`src/rtl/ws_strip_router_pkg.sv`:
```
`default_nettype none
// ============================================================================
// Module      : ws_strip_router_pkg
// Description : Shared frame-parser state encoding, error codes and defaults.
// Revision    : 1.0 - initial release
// ============================================================================
package ws_strip_router_pkg;

  typedef enum logic [2:0] {
    IDLE  = 3'd0,
    S_CH  = 3'd1,
    S_G   = 3'd2,
    S_R   = 3'd3,
    S_B   = 3'd4,
    S_CHK = 3'd5
  } state_t;

  localparam logic [1:0] ERR_NONE = 2'd0;
  localparam logic [1:0] ERR_CHK  = 2'd1;
  localparam logic [1:0] ERR_CH   = 2'd2;
  localparam logic [1:0] ERR_TMO  = 2'd3;

  localparam logic [7:0] DEF_SYNC_BYTE = 8'hA5;
  localparam logic [7:0] DEF_BCAST_CH  = 8'hFF;

endpackage
`default_nettype wire

```
`src/rtl/ws_byte_timer.sv`:
```
`default_nettype none
// ============================================================================
// Module      : ws_byte_timer
// Description : Inter-byte idle counter; flags the TIMEOUT_CYC-th idle cycle.
// Revision    : 1.0 - initial release
// ============================================================================
module ws_byte_timer #(
  parameter int TIMEOUT_CYC = 100000
) (
  input  logic i_clk,
  input  logic rst,
  input  logic clear,
  input  logic enable,
  output logic expired
);

  localparam int CNT_W = $clog2(TIMEOUT_CYC + 1);

  logic [CNT_W-1:0] r_cnt;

  always_ff @(posedge i_clk or posedge rst) begin
    if (rst) begin
      r_cnt <= '0;
    end else if (clear || !enable) begin
      r_cnt <= '0;
    end else if (r_cnt != CNT_W'(TIMEOUT_CYC)) begin
      r_cnt <= r_cnt + CNT_W'(1);
    end
  end

  // r_cnt holds idle cycles already elapsed, so this cycle is the
  // TIMEOUT_CYC-th one; a byte arriving now (clear) still wins.
  assign expired = enable && !clear && (r_cnt == CNT_W'(TIMEOUT_CYC - 1));

endmodule
`default_nettype wire

```
`src/rtl/ws_strip_router.sv`:
```
`default_nettype none
// ============================================================================
// Module      : ws_strip_router
// Description : UART frame parser routing {G,R,B} colours to LED strip channels.
// Revision    : 1.0 - initial release
// ============================================================================
module ws_strip_router
  import ws_strip_router_pkg::*;
#(
  parameter int         N_CH        = 4,
  parameter int         TIMEOUT_CYC = 100000,
  parameter logic [7:0] SYNC_BYTE   = DEF_SYNC_BYTE,
  parameter logic [7:0] BCAST_CH    = DEF_BCAST_CH
) (
  input  logic                 i_clk,
  input  logic                 rst,
  input  logic                 i_rx_valid,
  input  logic [7:0]           i_rx_data,
  output logic [N_CH*24-1:0]   o_rgb,
  output logic [N_CH-1:0]      o_upd,
  output logic                 o_busy,
  output logic                 o_err,
  output logic [1:0]           o_err_code
);

  state_t              r_state;
  logic [7:0]          r_ch;
  logic [7:0]          r_g;
  logic [7:0]          r_r;
  logic [7:0]          r_b;
  logic [N_CH*24-1:0]  r_rgb;
  logic [N_CH-1:0]     r_upd;
  logic                r_err;
  logic [1:0]          r_err_code;

  logic [N_CH-1:0]     w_sel;
  logic                w_busy;
  logic                w_expired;
  logic                w_chk_ok;
  logic                w_ch_ok;

  assign w_busy = (r_state != IDLE);

  ws_byte_timer #(
    .TIMEOUT_CYC (TIMEOUT_CYC)
  ) u_timer (
    .i_clk   (i_clk),
    .rst     (rst),
    .clear   (i_rx_valid),
    .enable  (w_busy),
    .expired (w_expired)
  );

  // One select bit per channel; broadcast selects every channel.
  generate
    for (genvar k = 0; k < N_CH; k++) begin : g_ch_dec
      assign w_sel[k] = (r_ch == 8'(k)) || (r_ch == BCAST_CH);
    end
  endgenerate

  assign w_chk_ok = ((r_ch ^ r_g ^ r_r ^ r_b) == i_rx_data);
  assign w_ch_ok  = |w_sel;

  always_ff @(posedge i_clk or posedge rst) begin
    if (rst) begin
      r_state    <= IDLE;
      r_ch       <= '0;
      r_g        <= '0;
      r_r        <= '0;
      r_b        <= '0;
      r_rgb      <= '0;
      r_upd      <= '0;
      r_err      <= 1'b0;
      r_err_code <= ERR_NONE;
    end else begin
      r_upd <= '0;
      r_err <= 1'b0;
      if (i_rx_valid) begin
        unique case (r_state)
          IDLE: begin
            if (i_rx_data == SYNC_BYTE) begin
              r_state    <= S_CH;
              r_err_code <= ERR_NONE;
            end
          end
          S_CH: begin
            r_ch    <= i_rx_data;
            r_state <= S_G;
          end
          S_G: begin
            r_g     <= i_rx_data;
            r_state <= S_R;
          end
          S_R: begin
            r_r     <= i_rx_data;
            r_state <= S_B;
          end
          S_B: begin
            r_b     <= i_rx_data;
            r_state <= S_CHK;
          end
          S_CHK: begin
            r_state <= IDLE;
            // Checksum failure is reported ahead of a bad channel.
            if (!w_chk_ok) begin
              r_err      <= 1'b1;
              r_err_code <= ERR_CHK;
            end else if (!w_ch_ok) begin
              r_err      <= 1'b1;
              r_err_code <= ERR_CH;
            end else begin
              for (int k = 0; k < N_CH; k++) begin
                if (w_sel[k]) r_rgb[k*24 +: 24] <= {r_g, r_r, r_b};
              end
              r_upd <= w_sel;
            end
          end
          default: r_state <= IDLE;
        endcase
      end else if (w_expired) begin
        r_state    <= IDLE;
        r_err      <= 1'b1;
        r_err_code <= ERR_TMO;
      end
    end
  end

  assign o_rgb      = r_rgb;
  assign o_upd      = r_upd;
  assign o_busy     = w_busy;
  assign o_err      = r_err;
  assign o_err_code = r_err_code;

endmodule
`default_nettype wire

```
`config.mk`:
```
export PLATFORM = sky130hd
export DESIGN_NAME = ws_strip_router
export DESIGN_NICKNAME = d
export VERILOG_FILES = /design/src/rtl/ws_strip_router_pkg.sv /design/src/rtl/ws_byte_timer.sv /design/src/rtl/ws_strip_router.sv
export SDC_FILE = /design/constraint.sdc
export NUM_CORES = 1
export LEC_CHECK = 0
export CORE_UTILIZATION = 48
export CTS_CLUSTER_DIAMETER = 100
export DETAILED_ROUTE_END_ITERATION = 7
export GPL_ROUTABILITY_DRIVEN = 0
export GPL_TIMING_DRIVEN = 0
export PLACE_DENSITY = 0.76
export SLEW_MARGIN = 20
export SYNTH_ARGS = -nofsm -noshare
export SYNTH_HDL_FRONTEND = slang
export SYNTH_SLANG_ARGS = --single-unit
```
`constraint.sdc`:
```
create_clock -name i_clk -period 4.2 [get_ports i_clk]
set_input_delay 0.42 -clock i_clk [delete_from_list [all_inputs] [get_ports i_clk]]
set_output_delay 0.42 -clock i_clk [all_outputs]
set_load 0.005 [all_outputs]
```
==> results list, run 1 <==
* Outcome: complete, no violations
- The cell count after synthesis came out at 464.
* Post-CTS setup buffer count: 0
- The worst setup path is captured at a flop.
- Setup tns final: 0 ns
- Setup slack on the worst flop-to-flop path: 1.19 ns
* Leading post-synthesis cells by cell area: sky130_fd_sc_hd__dfrtp_1 58%, sky130_fd_sc_hd__mux2_2 15%, sky130_fd_sc_hd__mux2_4 8.9%
- Avg Vias per Cell: 5.378
- Post-DRT Antenna Nets: 0
- The count of endpoints failing hold in the final timing report was 0.
- Detail-routed net length per standard cell: 18.42 um
* End of the critical path: o_rgb[51]
* DIE WIDTH: 120.5 um
- Cell at the root of the clock tree: sky130_fd_sc_hd__clkbuf_16
- Synthesis instantiated 41 different standard cells from the library.
* Switching share of power: 0.2895
- Area of the die: 14,530 um^2
- Total number of yosys warnings: 0
- Max-cap viol count: 0
- Number of rows in the core area: 42
* Most common cell in the netlist: sky130_fd_sc_hd__dfrtp_1
- In the global route stage, overall resource usage came out at 0.2144.
- Of the total power, the clock network draws 0.334.
* Port Buffers: 114
* Clock Sinks: 155
- Effective utilization at floorplan: 0.5014
* Cell at the slowest stage of the critical path: sky130_fd_sc_hd__nor4_2
- Endpoint of the most critical register-to-register path: o_rgb[51]
- Synthesis inferred 155 register bits.
- Share of async-settable or async-resettable flops after synthesis: 1.000
* Area occupied by multi-input gates: 2698 um^2
- Max Buffers Root-to-Sink: 2
- Critical Path AT: 3.43 ns
- Critical path required time: 4.49 ns
- Proportion of power drawn by combinational gates: 0.216
- The analysis attributes to cell leakage a power of 4.094 nW.
* Part of the total power dissipated in sequential elements: 0.450
* Count of vias placed by the detailed router: 4,249
* Syn avg cell area: 14.54 um^2
* Start-to-end type of the worst setup path: input port to flop
* Post-synth top area cell: sky130_fd_sc_hd__dfrtp_1
- Number of nets in the layout: 615
- Num CTS Buffers: 17
- The later pin in the worst-skew pair is clocked with a latency of 0.41 ns.
* Initial antenna violation count: 0
- Cell Area, Synth: 6745 um^2
- Number of detailed-route iterations in the first pass: 4
- Height of the die: 120.5 um
- Core area: 13,450 um^2
- Normalized max-slew margin: 0.4554
- Total power draw: 4.399 mW
* Ports: 115
- For this run, the leading register cell type out of synthesis is sky130_fd_sc_hd__dfrtp_1.
* Stage delay of the slowest cell on the critical path: 0.79 ns
- After detailed placement, the total cell area comes to 8223 um^2.
- Of the cells placed in the final design, the portion with a size suffix greater than 1 is 0.2932.
- After the first detailed-routing iteration, the DRC count stood at 248.
* Sum of buffers and inverters on the critical path: 2
- For this run, the top clock speed supported by timing is 318.4 MHz.
* Startpoint kind of the worst setup timing path: input port
- Fraction of the cycle the final worst path needs: 0.7479
* Area share of the largest cell type after synthesis: 0.5750
- The number of antenna diodes in the final layout is 0.
- Total gr overflow: 0
- Counting buffers and inverters, the worst setup path is 7 cells deep.
- Final-layout fill cell count: 998
- CTS clk-pin slew, worst paths: 0.06 ns
* Seq/Total Area, Yosys: 0.5750
- Cell family contributing the most delay on the critical path: simple AND/OR/NAND/NOR gates
- Post-Layout Inst Area: 8793 um^2
- Ordered cell list for the critical path: clkdlybuf4s50_1 > xnor3_1 > xnor2_1 > nand4_2 > nor4_2 > buf_4 > mux2_2
- Clock tree from TritonCTS: done
- Setup clock skew after layout: 0.005555 ns
- In this run the worst hold path is classified as input port to asynchronous set/reset pin.
* Deepest level of the CTS H-tree: 4
- The first global-routing pass estimated 23,620 um of wire.
* Reg-to-reg critical path startpoint: r_g[0]
- Setup repair after global routing left no endpoint under its margin.
- In this run the worst path has a maximum fanout of 10.
* DRC errors left: 0
- Entering global routing, the biggest net connects 36 pins.
- Power per unit of standard cell area: 500.2 nW/um^2
* Overall routed net length: 14,550 um
* Half-perimeter wire length after detailed placement: 10,200 um
* Min Clock Period, post-route: 3.141 ns
* Net count after synthesis: 477
- Post-CTS repair changed the size of 0 cells.
- The via count of the first global-routing pass is 4,509.
- Largest voltage drop on the vdd net: 310.5 uV
- Sorting the synthesized cells by how often they occur yields 155 x sky130_fd_sc_hd__dfrtp_1, 87 x sky130_fd_sc_hd__mux2_2, 40 x sky130_fd_sc_hd__mux2_4.
- Critical path origin: i_rx_data[0]
- Setup violations remaining at the end of the flow were counted as 0.
* Slew at the pin closest to its max-slew limit: 0.8102 ns
- Counting flops with a built-in enable in the synthesized netlist gives 0.
- Number of hold-repair buffers added at the cts stage: 0
* Synth-to-Final Area Change: 30.37%
- Sequential cell area: 3879 um^2
- The number of pins exceeding their max-slew limit in the final report was 0.
- NetSw: 1.273 mW
* Power Internal: 3.125 mW
- For the worst flop-to-flop path, the logic depth is 6.
logic make-up (layout without fill, tap and decap cells):
logic type | count (synthesis) | count (layout) | synth area share
AO/OA/AOI/OAI | 20 | 20 | 0.01818
XOR/XNOR | 38 | 38 | 0.06566
adder cells (fa/ha/maj) | 2 | 2 | 0.003709
buffers and inverters | 26 | 176 | 0.02578
flip-flops | 155 | 155 | 0.5750
multiplexers | 129 | 129 | 0.2372
AND/OR/NAND/NOR | 94 | 94 | 0.07438
sequential cells by signal (all words and copies together), names as in the netlist:
signal,cells
u_timer.r_cnt,17
r_b,8
o_rgb,96
r_r,8
o_err,1
r_ch,8
o_upd,4
r_state,3
o_err_code,2
r_g,8
routing by layer:
layer,wire length [um],track usage
met1,6214,0.2808
met2,7255,0.3502
met3,926,0.05943
met4,156,0.05941
met5,0,0
cells in the final DEF (no fill, tap or decap), drive strengths merged, types with 2 or more instances in the layout:
| cell type | synthesis | layout |
|---|---|---|
| o21bai | 2 | 2 |
| nor4bb | 2 | 2 |
| clkdlybuf4s50 | 0 | 114 |
| buf | 10 | 15 |
| clkinv | 0 | 5 |
| nand2 | 12 | 12 |
| nand2b | 2 | 2 |
| or4 | 4 | 4 |
| mux2 | 127 | 127 |
| nor2 | 27 | 27 |
| o21ai | 7 | 7 |
| a21oi | 5 | 5 |
| nor4 | 6 | 6 |
| bufinv | 0 | 2 |
| inv | 10 | 9 |
| ha | 2 | 2 |
| xnor2 | 23 | 23 |
| dfrtp | 155 | 155 |
| nand3 | 9 | 9 |
| or2 | 3 | 3 |
| xnor3 | 8 | 8 |
| nor3 | 16 | 16 |
| xor2 | 7 | 7 |
| nand4 | 6 | 6 |
| mux2i | 2 | 2 |
| clkbuf | 6 | 29 |
| or3 | 2 | 2 |
| clkinvlp | 0 | 2 |
worst min-delay path by stage:
stage	startpoint	to	slack, ns	cells past startpoint
floorplan	u_timer.r_cnt[16]	u_timer.r_cnt[16]	0.50	2
global placement	o_rgb[19]	o_rgb[19]	0.49	1
detailed placement	o_rgb[0]	o_rgb[0]	0.49	1
CTS	rst	u_timer.r_cnt[13]	0.32	2
global route	rst	o_err	0.34	2
finish	rst	u_timer.r_cnt[12]	0.32	2
area by class of cell:
type | instances | share of cell area
Sequential cell | 155 | 0.4411
Multi-Input combinational cell | 283 | 0.3068
Timing Repair Buffer | 119 | 0.1420
Clock buffer | 23 | 0.05435
Tap cell | 176 | 0.02504
Buffer | 16 | 0.01551
Clock inverter | 8 | 0.01053
Inverter | 10 | 0.004696
through the flow:
stage / worst slack (ns) / std cells / hold slack, ns / util
floorplan: 1.746 / 464 / 0.4980 / -
global placement: 0.6340 / 754 / 0.4906 / 0.6029
detailed placement: 0.6210 / 759 / 0.4922 / 0.6112
CTS: 1.007 / 790 / 0.3214 / 0.6536
global route: 0.9012 / 790 / 0.3379 / 0.6536
finish: 1.059 / 790 / 0.3184 / 0.6536
worst reg2reg max path: cells and delay by family, from the launching register on:
family	cells	cell delay, ns
buf+inv	1	0.35
simple gates	2	1.02
xor+xnor	2	0.70
mux	1	0.37
flops	1	0.45
power by group through the flow:
stage / Clock [mW] / Sequential, mW / Combinational (mW)
6_report: 1.47 / 1.98 / 0.948
5_1_grt: 1.55 / 2.02 / 1.03
4_1_cts: 1.50 / 1.98 / 0.962
3_5_place_dp: 0 / 2.01 / 0.947
3_3_place_gp: 0 / 1.98 / 0.899
2_1_floorplan: 0 / 1.89 / 0.758
Power figures use the tool's default switching activity.
==> run 2, diff against run 1 <==
--- a/config.mk
+++ b/config.mk
@@ -5,12 +5,12 @@
 export SDC_FILE = /design/constraint.sdc
 export NUM_CORES = 1
 export LEC_CHECK = 0
-export CORE_UTILIZATION = 48
+export CORE_UTILIZATION = 53
 export CTS_CLUSTER_DIAMETER = 100
 export DETAILED_ROUTE_END_ITERATION = 7
 export GPL_ROUTABILITY_DRIVEN = 0
 export GPL_TIMING_DRIVEN = 0
-export PLACE_DENSITY = 0.76
+export PLACE_DENSITY = 0.8
 export SLEW_MARGIN = 20
 export SYNTH_ARGS = -nofsm -noshare
 export SYNTH_HDL_FRONTEND = slang
==> constraint.sdc (replaced) <==
create_clock -name i_clk -period 3 [get_ports i_clk]
set_input_delay 0.3 -clock i_clk [delete_from_list [all_inputs] [get_ports i_clk]]
set_output_delay 0.3 -clock i_clk [all_outputs]
set_load 0.005 [all_outputs]
==> run 2 against run 1 <==
Utilization up 6.7 points. Die area down 9.3%. Sequential share of layout area about the same. Clock-buffer cell count down 1. Combinational power up 41%. Hold slack worse by 0.048 ns. Routed wire length down 1.2%. Critical path depth unchanged. Via count up 0.96%. Largest cell class unchanged.
==> results list, run 2 (synthesized netlist as in run 1, its figures left out) <==
- The via count of the first global-routing pass came to 4,504.
- Summed over all nets, wire length on met2 after detailed routing comes to 7221 um.
* Post-route setup slack: 0.1426 ns
- Traced cell by cell, the critical path runs through or4_1 > nor3_1 > o21bai_1 > or4_1 > buf_6 > buf_8 > mux2_4.
- Routed length on met3: 813 um
- Max-cap viol count: 0
- Of the cells placed in the final design, the portion with a size suffix greater than 1 is 0.2994.
- The area growth from synthesis to layout is 30.46%.
- Antenna cell count: 0
- The path class of the tightest hold or removal check is input port to asynchronous set/reset pin.
- For the finished layout, the period the worst path requires is 2.857 ns.
- Clock tree from TritonCTS: done
- Slew at the pin closest to its max-slew limit: 0.7708 ns
- Flip-flop count of the largest register after layout: 96
- The initialized floorplan defines 40 standard-cell rows.
* Height of the die: 114.8 um
* Pre-CTS setup slack: -0.4489 ns
* Initial antenna violation count: 0
* Avg Vias per Cell: 5.458
- Across every metal layer, demand over resource in global routing totals 0.2422.
- Setup-failing EPs final: 0
- The number of pins exceeding their max-slew limit in the final report was 0.
- Pin count of the biggest net entering global routing: 37
- The library cell used most frequently in the layout, excluding fill and tap cells, is sky130_fd_sc_hd__dfrtp_1.
* Switching share of power: 0.2993
- After clock tree synthesis, the clock-pin slew on the worst setup and hold paths is 0.06 ns.
- Post-DRT Antenna Nets: 0
- Overall routed net length: 14,380 um
* Start-to-end type of the worst setup path: flop to flop
- Number of DRC violations after detailed-routing iteration 0: 247
* Clock Latency Late Sink: 0.42 ns
* Nature of the critical path endpoint: flop
* Critical Path AT: 3.16 ns
- Number of nets in the layout: 618
- Cell count after placement: 750
- From left edge to right edge, the die measures 114.8 um.
- The tree built by TritonCTS fans out to 155 sinks.
* Area of the die: 13,180 um^2
- The flow ran to the end, and the final reports show no timing, DRC or antenna violations.
- The worst setup path is launched from a flop.
- STA puts the critical path data required time at 3.31 ns.
- Power per unit of standard cell area: 697.3 nW/um^2
- In the finished design, the share of the clock period the worst path needs comes to 0.9525.
* Effective utilization at floorplan: 0.5524
* Biggest fanout along the worst timing path: 10
- The largest single stage delay on the critical path is 0.61 ns.
* Cell at the slowest stage of the critical path: sky130_fd_sc_hd__or4_1
* Largest voltage drop on the vdd net: 483.7 uV
- The HPWL after detailed placement is 9971 um.
- 115 I/O pins were placed.
* Clock network fraction of design power: 0.330
- In this run the top signal layer used is met4.
- Hold repair after CTS inserted 0 buffers.
- Total gr overflow: 0
- Port Buffers: 114
- Proportion of power drawn by combinational gates: 0.218
- Buffers inserted during clock tree synthesis total 17.
- NetSw: 1.837 mW
- Highest attainable clock frequency: 350.0 MHz
- No sink is reached through more buffers than the 2 on the longest clock path.
- Deepest level of the CTS H-tree: 4
* Detail-routed net length per standard cell: 18.29 um
- Cell internal power was estimated by the tool at 4.299 mW.
- In this design, the critical path's most frequently occurring cell is sky130_fd_sc_hd__or4_1.
- CTS placed an instance of sky130_fd_sc_hd__clkbuf_16 at the clock tree root.
- Setup clock skew after layout: 0.01284 ns
- Measured against its own limit, the worst slew margin works out to 0.4833.
* Hold violation count in the final report: 0
- Number of detailed-route iterations in the first pass: 4
- In the routed design, unresolved DRC markers number 0.
- For this design the static power due to leakage is 4.129 nW.
* Core area: 12,210 um^2
- Part of the total power dissipated in sequential elements: 0.451
- Commonest non-fill, non-tap cells in the layout: 155 x sky130_fd_sc_hd__dfrtp_1, 114 x sky130_fd_sc_hd__clkdlybuf4s50_1, 87 x sky130_fd_sc_hd__mux2_2
- Setup repair after global routing left no endpoint under its margin.
- The first global-routing pass estimated 23,840 um of wire.
- Wl on met1: 6128 um
- After filler insertion, the fill cell instance count of the layout stands at 875.
- Count of vias placed by the detailed router: 4,290
- For this run, the number of standard cells in the final layout without fillers is 786.
==> run 2: per-layer routing <==
layer,global-route usage,up-vias
li1,-,1930
met3,0.06115,21
met5,0,-
met2,0.4000,131
met4,0.08745,0
met1,0.3127,2208
==> run 2: layout make-up <==
type	count	area, um^2	share of cell area
multi-input combinational	283	2715	0.3085
buffer	16	136.4	0.01550
timing repair buffer	122	1251	0.1422
clock buffer	22	474.2	0.05389
clock inverter	10	92.59	0.01052
tap	168	210.2	0.02389
sequential	155	3879	0.4408
inverter	10	41.29	0.004692
==> run 2: power groups by stage <==
| stage | clock network, mW | registers (mW) | logic (mW) |
|---|---|---|---|
| finish | 2.03 | 2.77 | 1.34 |
| global route | 2.16 | 2.82 | 1.46 |
| CTS | 2.07 | 2.76 | 1.33 |
| detailed placement | 0 | 2.80 | 1.31 |
| global placement | 0 | 2.76 | 1.26 |
| floorplan | 0 | 2.65 | 1.06 |
==> run 2: critical path, delay by kind of cell, from the launching register on <==
family,cells,cell delay (ns)
flops,1,0.42
buf+inv,2,0.32
mux,1,0.31
compound gates,1,0.18
simple gates,3,1.51
==> run 2: what timing repair did <==
item / CTS / global route
pin swaps: 0 / 1
resized for setup: 1 / 1
endpoints found under the setup margin: 1 / 22
buffers inserted: 0 / 4
==> run 2: path summary, 6_finish.rpt <==
path / startpoint / to / slack, ns / cells past startpoint
worst max-delay path: r_ch[2] / o_rgb[80] / 0.14 / 7
worst min-delay path: rst / o_rgb[46] / 0.27 / 2
worst max register to register: r_ch[2] / o_rgb[80] / 0.14 / 7
worst min register to register: o_rgb[21] / o_rgb[21] / 0.51 / 1
max in group asynchronous: rst / o_rgb[40] / 1.93 / 4
min in group i_clk: o_rgb[21] / o_rgb[21] / 0.51 / 1
==> run 2: per-stage QoR <==
| step | hold WS [ns] | cell area, um^2 | TNS, ns | power, mW | utilization |
|---|---|---|---|---|---|
| 6_report | 0.2705 | 8800 | 0 | 6.136 | 0.7206 |
| 3_5_place_dp | 0.4916 | 8185 | -22.10 | 4.110 | 0.6703 |
| 2_1_floorplan | 0.4168 | 6749 | 0 | 3.714 | - |
| 3_3_place_gp | 0.4904 | 8100 | -81.42 | 4.022 | 0.6633 |
| 4_1_cts | 0.2670 | 8761 | 0 | 6.163 | 0.7174 |
| 5_1_grt | 0.3246 | 8800 | 0 | 6.437 | 0.7206 |
